### src/rtl/imm_extend_pkg.sv
// Shared decode-stage constants: immediate extension modes and default widths.
package imm_extend_pkg;

  localparam int DEFAULT_IN_W  = 16;
  localparam int DEFAULT_OUT_W = 32;

  typedef enum logic [1:0] {
    IMM_SEXT   = 2'b00,
    IMM_ZEXT   = 2'b01,
    IMM_UPPER  = 2'b10,
    IMM_BRANCH = 2'b11
  } imm_mode_e;

endpackage

### src/rtl/imm_extend_core.sv
// Pure combinational immediate extension: sign/zero extend, upper placement, branch offset.
module imm_extend_core
  import imm_extend_pkg::*;
#(
  parameter int IN_W  = DEFAULT_IN_W,
  parameter int OUT_W = DEFAULT_OUT_W
) (
  input  logic [IN_W-1:0]  imm,
  input  logic [1:0]       mode,
  output logic [OUT_W-1:0] ext
);

  logic [OUT_W-1:0] sext;
  logic [OUT_W-1:0] zext;
  logic [OUT_W-1:0] upper;
  logic [OUT_W-1:0] branch;

  assign sext   = {{(OUT_W-IN_W){imm[IN_W-1]}}, imm};
  assign zext   = {{(OUT_W-IN_W){1'b0}}, imm};
  assign upper  = {imm, {(OUT_W-IN_W){1'b0}}};
  // Word-aligned branch offset: the two MSBs of the sign extension fall off.
  assign branch = {sext[OUT_W-3:0], 2'b00};

  always_comb begin
    ext = sext;
    case (imm_mode_e'(mode))
      IMM_SEXT:   ext = sext;
      IMM_ZEXT:   ext = zext;
      IMM_UPPER:  ext = upper;
      IMM_BRANCH: ext = branch;
      default:    ext = sext;
    endcase
  end

endmodule

### src/rtl/imm_extend_unit.sv
// Immediate extender with a 2-entry skid buffer; the result is computed at acceptance.
module imm_extend_unit
  import imm_extend_pkg::*;
#(
  parameter int IN_W  = DEFAULT_IN_W,
  parameter int OUT_W = DEFAULT_OUT_W
) (
  input  logic             clk,
  input  logic             reset,
  input  logic             flush,
  input  logic             in_valid,
  output logic             in_ready,
  input  logic [IN_W-1:0]  in_imm,
  input  logic [1:0]       in_mode,
  output logic             out_valid,
  input  logic             out_ready,
  output logic [OUT_W-1:0] out_data
);

  // Handshake: a transfer happens on a rising edge where valid && ready;
  // valid/data never wait on ready, and ready/valid here come straight from flops.

  logic [OUT_W-1:0] ext;
  logic [OUT_W-1:0] mem_q [2];
  logic [OUT_W-1:0] mem_d [2];
  logic [1:0]       count_q, count_d;
  logic             wr_ptr_q, wr_ptr_d;
  logic             rd_ptr_q, rd_ptr_d;
  logic             in_ready_q, in_ready_d;
  logic             out_valid_q, out_valid_d;
  logic             push, pop;

  imm_extend_core #(
    .IN_W (IN_W),
    .OUT_W(OUT_W)
  ) u_core (
    .imm (in_imm),
    .mode(in_mode),
    .ext (ext)
  );

  assign push = in_valid && in_ready_q;
  assign pop  = out_valid_q && out_ready;

  always_comb begin
    mem_d[0]    = mem_q[0];
    mem_d[1]    = mem_q[1];
    count_d     = count_q;
    wr_ptr_d    = wr_ptr_q;
    rd_ptr_d    = rd_ptr_q;
    if (flush) begin
      count_d  = 2'd0;
      wr_ptr_d = 1'b0;
      rd_ptr_d = 1'b0;
    end else begin
      if (push) begin
        mem_d[wr_ptr_q] = ext;
        wr_ptr_d        = ~wr_ptr_q;
      end
      if (pop) begin
        rd_ptr_d = ~rd_ptr_q;
      end
      case ({push, pop})
        2'b10:   count_d = count_q + 2'd1;
        2'b01:   count_d = count_q - 2'd1;
        default: count_d = count_q;
      endcase
    end
    // Flags are registered from the next count so the ports are pure flop outputs.
    in_ready_d  = (count_d != 2'd2);
    out_valid_d = (count_d != 2'd0);
  end

  always_ff @(posedge clk) begin
    if (reset) begin
      mem_q[0]    <= '0;
      mem_q[1]    <= '0;
      count_q     <= 2'd0;
      wr_ptr_q    <= 1'b0;
      rd_ptr_q    <= 1'b0;
      in_ready_q  <= 1'b1;
      out_valid_q <= 1'b0;
    end else begin
      mem_q[0]    <= mem_d[0];
      mem_q[1]    <= mem_d[1];
      count_q     <= count_d;
      wr_ptr_q    <= wr_ptr_d;
      rd_ptr_q    <= rd_ptr_d;
      in_ready_q  <= in_ready_d;
      out_valid_q <= out_valid_d;
    end
  end

  assign in_ready  = in_ready_q;
  assign out_valid = out_valid_q;
  assign out_data  = mem_q[rd_ptr_q];

endmodule
### config.mk
export PLATFORM = sky130hd
export DESIGN_NAME = imm_extend_unit
export DESIGN_NICKNAME = d
export VERILOG_FILES = /design/src/rtl/imm_extend_pkg.sv /design/src/rtl/imm_extend_core.sv /design/src/rtl/imm_extend_unit.sv
export SDC_FILE = /design/constraint.sdc
export NUM_CORES = 1
export LEC_CHECK = 0
export BUFFER_PORTS_ARGS = -buffer_cell sky130_fd_sc_hd__buf_2
export CORE_AREA = 10 10 179 97
export CTS_CLUSTER_SIZE = 24
export DETAILED_ROUTE_END_ITERATION = 7
export DIE_AREA = 0 0 189 107
export PLACE_DENSITY = 0.49
export SLEW_MARGIN = 10
export SYNTH_ARGS = -nofsm -noshare
export SYNTH_HDL_FRONTEND = slang
export SYNTH_HIERARCHICAL = 1
export SYNTH_SLANG_ARGS = --single-unit
export TNS_END_PERCENT = 50
### constraint.sdc
create_clock -name clk -period 3.4 [get_ports clk]
set_input_delay 0.34 -clock clk [delete_from_list [all_inputs] [get_ports clk]]
set_output_delay 0.34 -clock clk [all_outputs]
set_load 0.03 [all_outputs]
Yosys cells after proc, flatten, opt, wreduce, memory -nomap -nowiden
Memories as Yosys holds them, arrays and structs flattened. A register that Yosys moved wholly into a read port is not among the register bits.
Cells that the tools add are included.
{"block": "word_totals", "ff_bits": 6, "ramBits": 64, "inputBits": 23, "n_memories": 1}
{"name": "mem_q", "depth": 2, "width": 32, "read_ports": 3, "rd_clocked_by_memory_dff": 1, "write_ports": 2, "line": "imm_extend_unit.sv:24", "rtl": "logic [OUT_W-1:0] mem_q [2];"}
{"block": "op_classes", "add_sub_neg": 2, "n_lt_le_gt_ge": 2, "eq_ne": 6, "mux": 15, "bitwise": 5, "n_reduce_logical": 6}
{"operator": "64-bit 2-to-1 mux", "count": 2}
{"operator": "32-bit case mux with 4 select lines", "count": 1}
{"operator": "32-bit 2-to-1 mux", "count": 3}
{"operator": "64-bit bitwise mux", "count": 1}
{"operator": "32-bit demux with 1-bit select", "count": 1}
{"operator": "2-bit equality test, second input constant", "count": 3}
{"operator": "1-bit 2-to-1 mux", "count": 5}
{"operator": "2-bit by 1-bit equality test with 1-bit output, second input constant", "count": 2}
{"operator": "2-bit case mux with 2 select lines", "count": 1}
{"operator": "1-bit logical AND", "count": 3}
{"operator": "2-bit by 1-bit adder with 2-bit output, second input constant", "count": 1}
{"operator": "2-bit greater-or-equal comparator, second input constant", "count": 1}
{"operator": "2-bit logical NOT", "count": 1}
{"operator": "2-bit by 1-bit less-than comparator with 1-bit output, second input constant", "count": 1}
{"operator": "2-bit 2-to-1 mux", "count": 1}
{"operator": "2-bit != test, second input constant", "count": 1}
{"operator": "1-bit NOT", "count": 2}
{"operator": "1-bit NOT with 2-bit output", "count": 1}
{"operator": "1-bit bitwise OR", "count": 2}
{"operator": "2-bit nonzero test", "count": 1}
{"operator": "2-bit OR reduction", "count": 1}
{"operator": "2-bit by 1-bit subtractor with 2-bit output, second input constant", "count": 1}

Longest topological paths before layout
{"block": "depth", "ltp_word": 9, "ltp_mapped": 6, "depth_no_buf": 5}

Cells and area by module
The synthesis kept the hierarchy.
{"module": "imm_extend_unit", "n_inst": 1, "cells_per_inst": 349, "area_each_um2": 2990.4, "seq_area_each_um2": 1421.4}
{"module": "imm_extend_core", "n_inst": 1, "cells_per_inst": 60, "area_each_um2": 511.7, "seq_area_each_um2": 0.0}

Least setup slack after synthesis
No wires, ideal clock.
{"block": "synth_path", "path_kind": "reg2reg", "startpoint": "reg in_ready_q, in the netlist in_ready", "endpoint": "reg count_q[1]", "setup_ns": 0.076, "t_arrival_ns": 1.464, "t_required_ns": 3.324, "setup_slack_ns": 1.861, "stages_incl_launch_ff": 6, "synth_period_minus_slack_ns": 1.539, "path_cell_list": "dfxtp_1 nand2_1 ha_1 xnor2_1 or3_1 a21boi_0"}
{"block": "synth_between", "elab_chain_cells": 4, "elab_cells_between_ends": 5, "classes_between": "2 x eq/ne; 2 x mux; 1 x reduce/logical"}
{"element": "start, declared", "line": "imm_extend_unit.sv:29", "rtl": "logic in_ready_q, in_ready_d;"}
{"element": "start signal, assigned", "line": "imm_extend_unit.sv:89", "rtl": "in_ready_q <= in_ready_d;"}
{"element": "1-bit logical AND (*)", "line": "imm_extend_unit.sv:42", "rtl": "assign push = in_valid && in_ready_q;"}
{"element": "2-bit by 1-bit equality test with 1-bit output / 2-bit equality test (equally long branches)", "line": "imm_extend_unit.sv:63", "rtl": "case ({push, pop})"}
{"element": "2-bit case mux with 2 select lines (*)", "line": "imm_extend_unit.sv:63"}
{"element": "2-bit 2-to-1 mux (*)", "line": "imm_extend_unit.sv:51", "rtl": "if (flush) begin"}
{"element": "end signal, assigned", "line": "imm_extend_unit.sv:86", "rtl": "count_q <= count_d;"}
{"element": "end, declared", "line": "imm_extend_unit.sv:26", "rtl": "logic [1:0] count_q, count_d;"}
Mark *: on every way between the ends. The rest lies on a longest branch, timed or not.
A chain may end at the register's enable or synchronous reset.

==> key figures <==
Finish
  – Final core utilization: 29.0%
  – Nets: approximately 470
  – Ant. Diodes: 0
  – Layout cells sized above 1: 30.0%
  – # fillers: 1,572
  – Area growth from synthesis to layout: 17.8%

Floorplanning
  – FP Rows: 31
  – Starting density of the core: 24.6%
  – Die area: between 20,000 and 25,000 um^2
  – Ports: 57
  – Die width: 189 um
  – Core Area: approximately 14,000 um^2
  – Chip height: ~110 um

CTS
  – H-tree depth: 3
  – Clock tree buffer depth: 2
  – Cts bufs inserted: 9
  – Clock-pin slew on the worst setup and hold paths: about 60 ps
  – CTS root buffer: clkbuf_16
  – Post-CTS sizing: 0
  – Sink Count: 71
  – Clock Latency Late Sink: 330 ps
  – Hold buffers post-CTS: 0
  – CTS tree: done
  – Setup bufs post-CTS: 0

STA
  – Fin crit share: between 50% and 60%
  – Max Slew Vio Count: 0
  – Worst Skew: between 5 and 6 ps
  – Slew @ Worst Pin: ~850 ps
  – RSZ-0062 raised after global routing: false
  – Slack of the critical path: between 1000 and 1500 ps
  – Fmax: around 0.5 GHz
  – Worst slew margin: approximately 43%
  – Tmin final: roughly 2000 ps
  – Final-report hold violation count: 0
  – Fin Setup TNS: 0 ps
  – Setup-failing EPs final: 0

Drt
  – Drt total wl: roughly 9.7 mm
  – Via density: around 4.4
  – Routed vias: 2,850
  – Antenna viol nets, final: 0
  – Initial DRT Pass Iterations: 4
  – Drc violations: 0
  – Initial DRC count: around 120
  – DR WL/cell: approximately 15 um

Yosys
  – Syn. warnings: 6
  – Post-synth top area cell: dfxtp_1
  – Largest cells by area after synthesis: dfxtp_1 (41%), nand2_1 (13%), mux2_2 (9.6%), a21oi_1 (7.7%), mux2i_1 (4.3%)
  – Synthesized area: between 3000 and 4000 um^2
  – Ys async rst share: 0%
  – Sequential share of the synthesized area: around 40%
  – #FFs+latches synth: slightly above 70
  – Top post-synthesis cells by count: nand2_1 (120), dfxtp_1 (71), a21oi_1 (54)
  – Post-Synthesis Net Count: 433
  – Most common cell in the synthesized netlist: nand2_1
  – EDFF count, synth: 0
  – Area fraction of the dominant cell type after synthesis: 40.6%
  – Synth Flop Type: dfxtp_1
  – Post-synth cell types: 41
  – Syn Area/Cell: about 8.6 um^2
  – Mapped Cells: between 400 and 500

Placed design
  – Pre-CTS WS: between 1500 and 2000 ps
  – I/O Buffers: 56
  – DP HPWL: roughly 6.5 mm
  – Gpl congestion: 0.818

GRT
  – Grt total ovfl: 0
  – M2 GR Usage: between 10% and 20%
  – Number of global-route vias before repair: ~2,800
  – Largest net degree at the start of global routing: slightly above 40
  – Met3 Use GR: between 2 and 2.5%
  – Initial antenna violation count: 0
  – First-pass GRT wire length: 15.6 mm
  – GRT Util Overall: 9.73%
  – Met1 Usage GRT: a little under an eighth
  – Most Crowded Layer GR: met2

Power
  – Lkg Pwr: about 1.6 nW
  – Pwr dens: about 500 nW/um^2
  – Total power: roughly 2.0 mW
  – Peak supply drop: around 0.25 mV

Worst setup path
  – Startpoint Class: flop
  – Worst stage delay on the critical path: about 430 ps
  – Crit path kind: flop to primary output
  – Critical path cell sequence: buf_4 > mux2_2 > buf_2
  – Crit Path Max Fanout: 32
  – Slowest cell on crit path: buf_4
  – Worst EP arrival: 1670 ps
  – Worst path required time: 3060 ps
  – Crit path buf inv count: 2
  – Crit. End Element: primary output
  – Worst path top cell family by delay: buffers and inverters

Min path
  – Path type of the worst min-delay path: primary input to flop

Run
  – # Max-Cap Violations: 0

Outcome
  – Run status: complete, no violations
==> layer usage <==
metal,routed length [um],share of wire (%)
met1,4730,49
met4,134,1.4
met3,248,2.6
met2,4580,47
met5,0,0
==> area by class of cell <==
cell class	count	area (um^2)	share of cell area, %
sequential	71	1420	34.5
tap	198	248	6.01
clock buffer	12	246	5.98
inverter	1	3.75	0.0910
timing repair buffer	62	325	7.89
clock inverter	4	45.0	1.09
multi-input combinational	300	1840	44.5
==> logic make-up after synthesis <==
| family | after synthesis | synth area share, % |
|---|---|---|
| AND/OR/NAND/NOR | 151 | 19.1 |
| multiplexers | 47 | 14.6 |
| AO/OA/AOI/OAI | 97 | 16.9 |
| XOR/XNOR | 4 | 1.00 |
| flip-flops | 71 | 40.6 |
| adder cells (fa/ha/maj) | 1 | 0.357 |
| buffers and inverters | 38 | 7.43 |
==> placed cells by master, fill, tap and decap left out, types with 6 or more instances in the layout <==
cell type  count
a21oi_1       54
a21oi_2       10
a22o_1        12
buf_2         56
buf_4          6
clkbuf_16      9
dfxtp_1       71
mux2_2        30
mux2i_1       15
nand2_1      120
nand2_2       10
o21ai_0        9
o21ai_1        6
==> worst paths after layout <==
kind / start / end / slack (ps) / cells past startpoint
worst max-delay path: flop / out_data[9] / 1390 / 3
worst min-delay path: flush / rd_ptr_q / 340 / 2
worst min register to register: mem_q[1][11] / mem_q[1][11] / 450 / 2
worst max register to register: wr_ptr_q / mem_q[0][21] / 1900 / 4
==> power by group <==
part	switching, mW	internal (mW)	total [mW]
Sequential	0.0117	0.855	0.867
Clock	0.349	0.584	0.933
Combinational	0.163	0.0863	0.249
Total	0.524	1.53	2.05
==> registers in the layout, indices dropped and copies added (netlist names), named ones only <==
name       cells
mem_q         64
count_q        2
in_ready       1
out_valid      1
rd_ptr_q       1
wr_ptr_q       1
==> stage by stage <==
| stage | std cells | hold slack [ps] | cell area, um^2 |
|---|---|---|---|
| after detailed placement | 632 | 443 | 3830 |
| after global routing | 648 | 361 | 4130 |
| after CTS | 648 | 338 | 4130 |
| after floorplan | 409 | 432 | 3500 |
| final | 648 | 338 | 4130 |
| after global placement | 632 | 438 | 3830 |
Note: power is estimated with default switching activity, not from simulation.
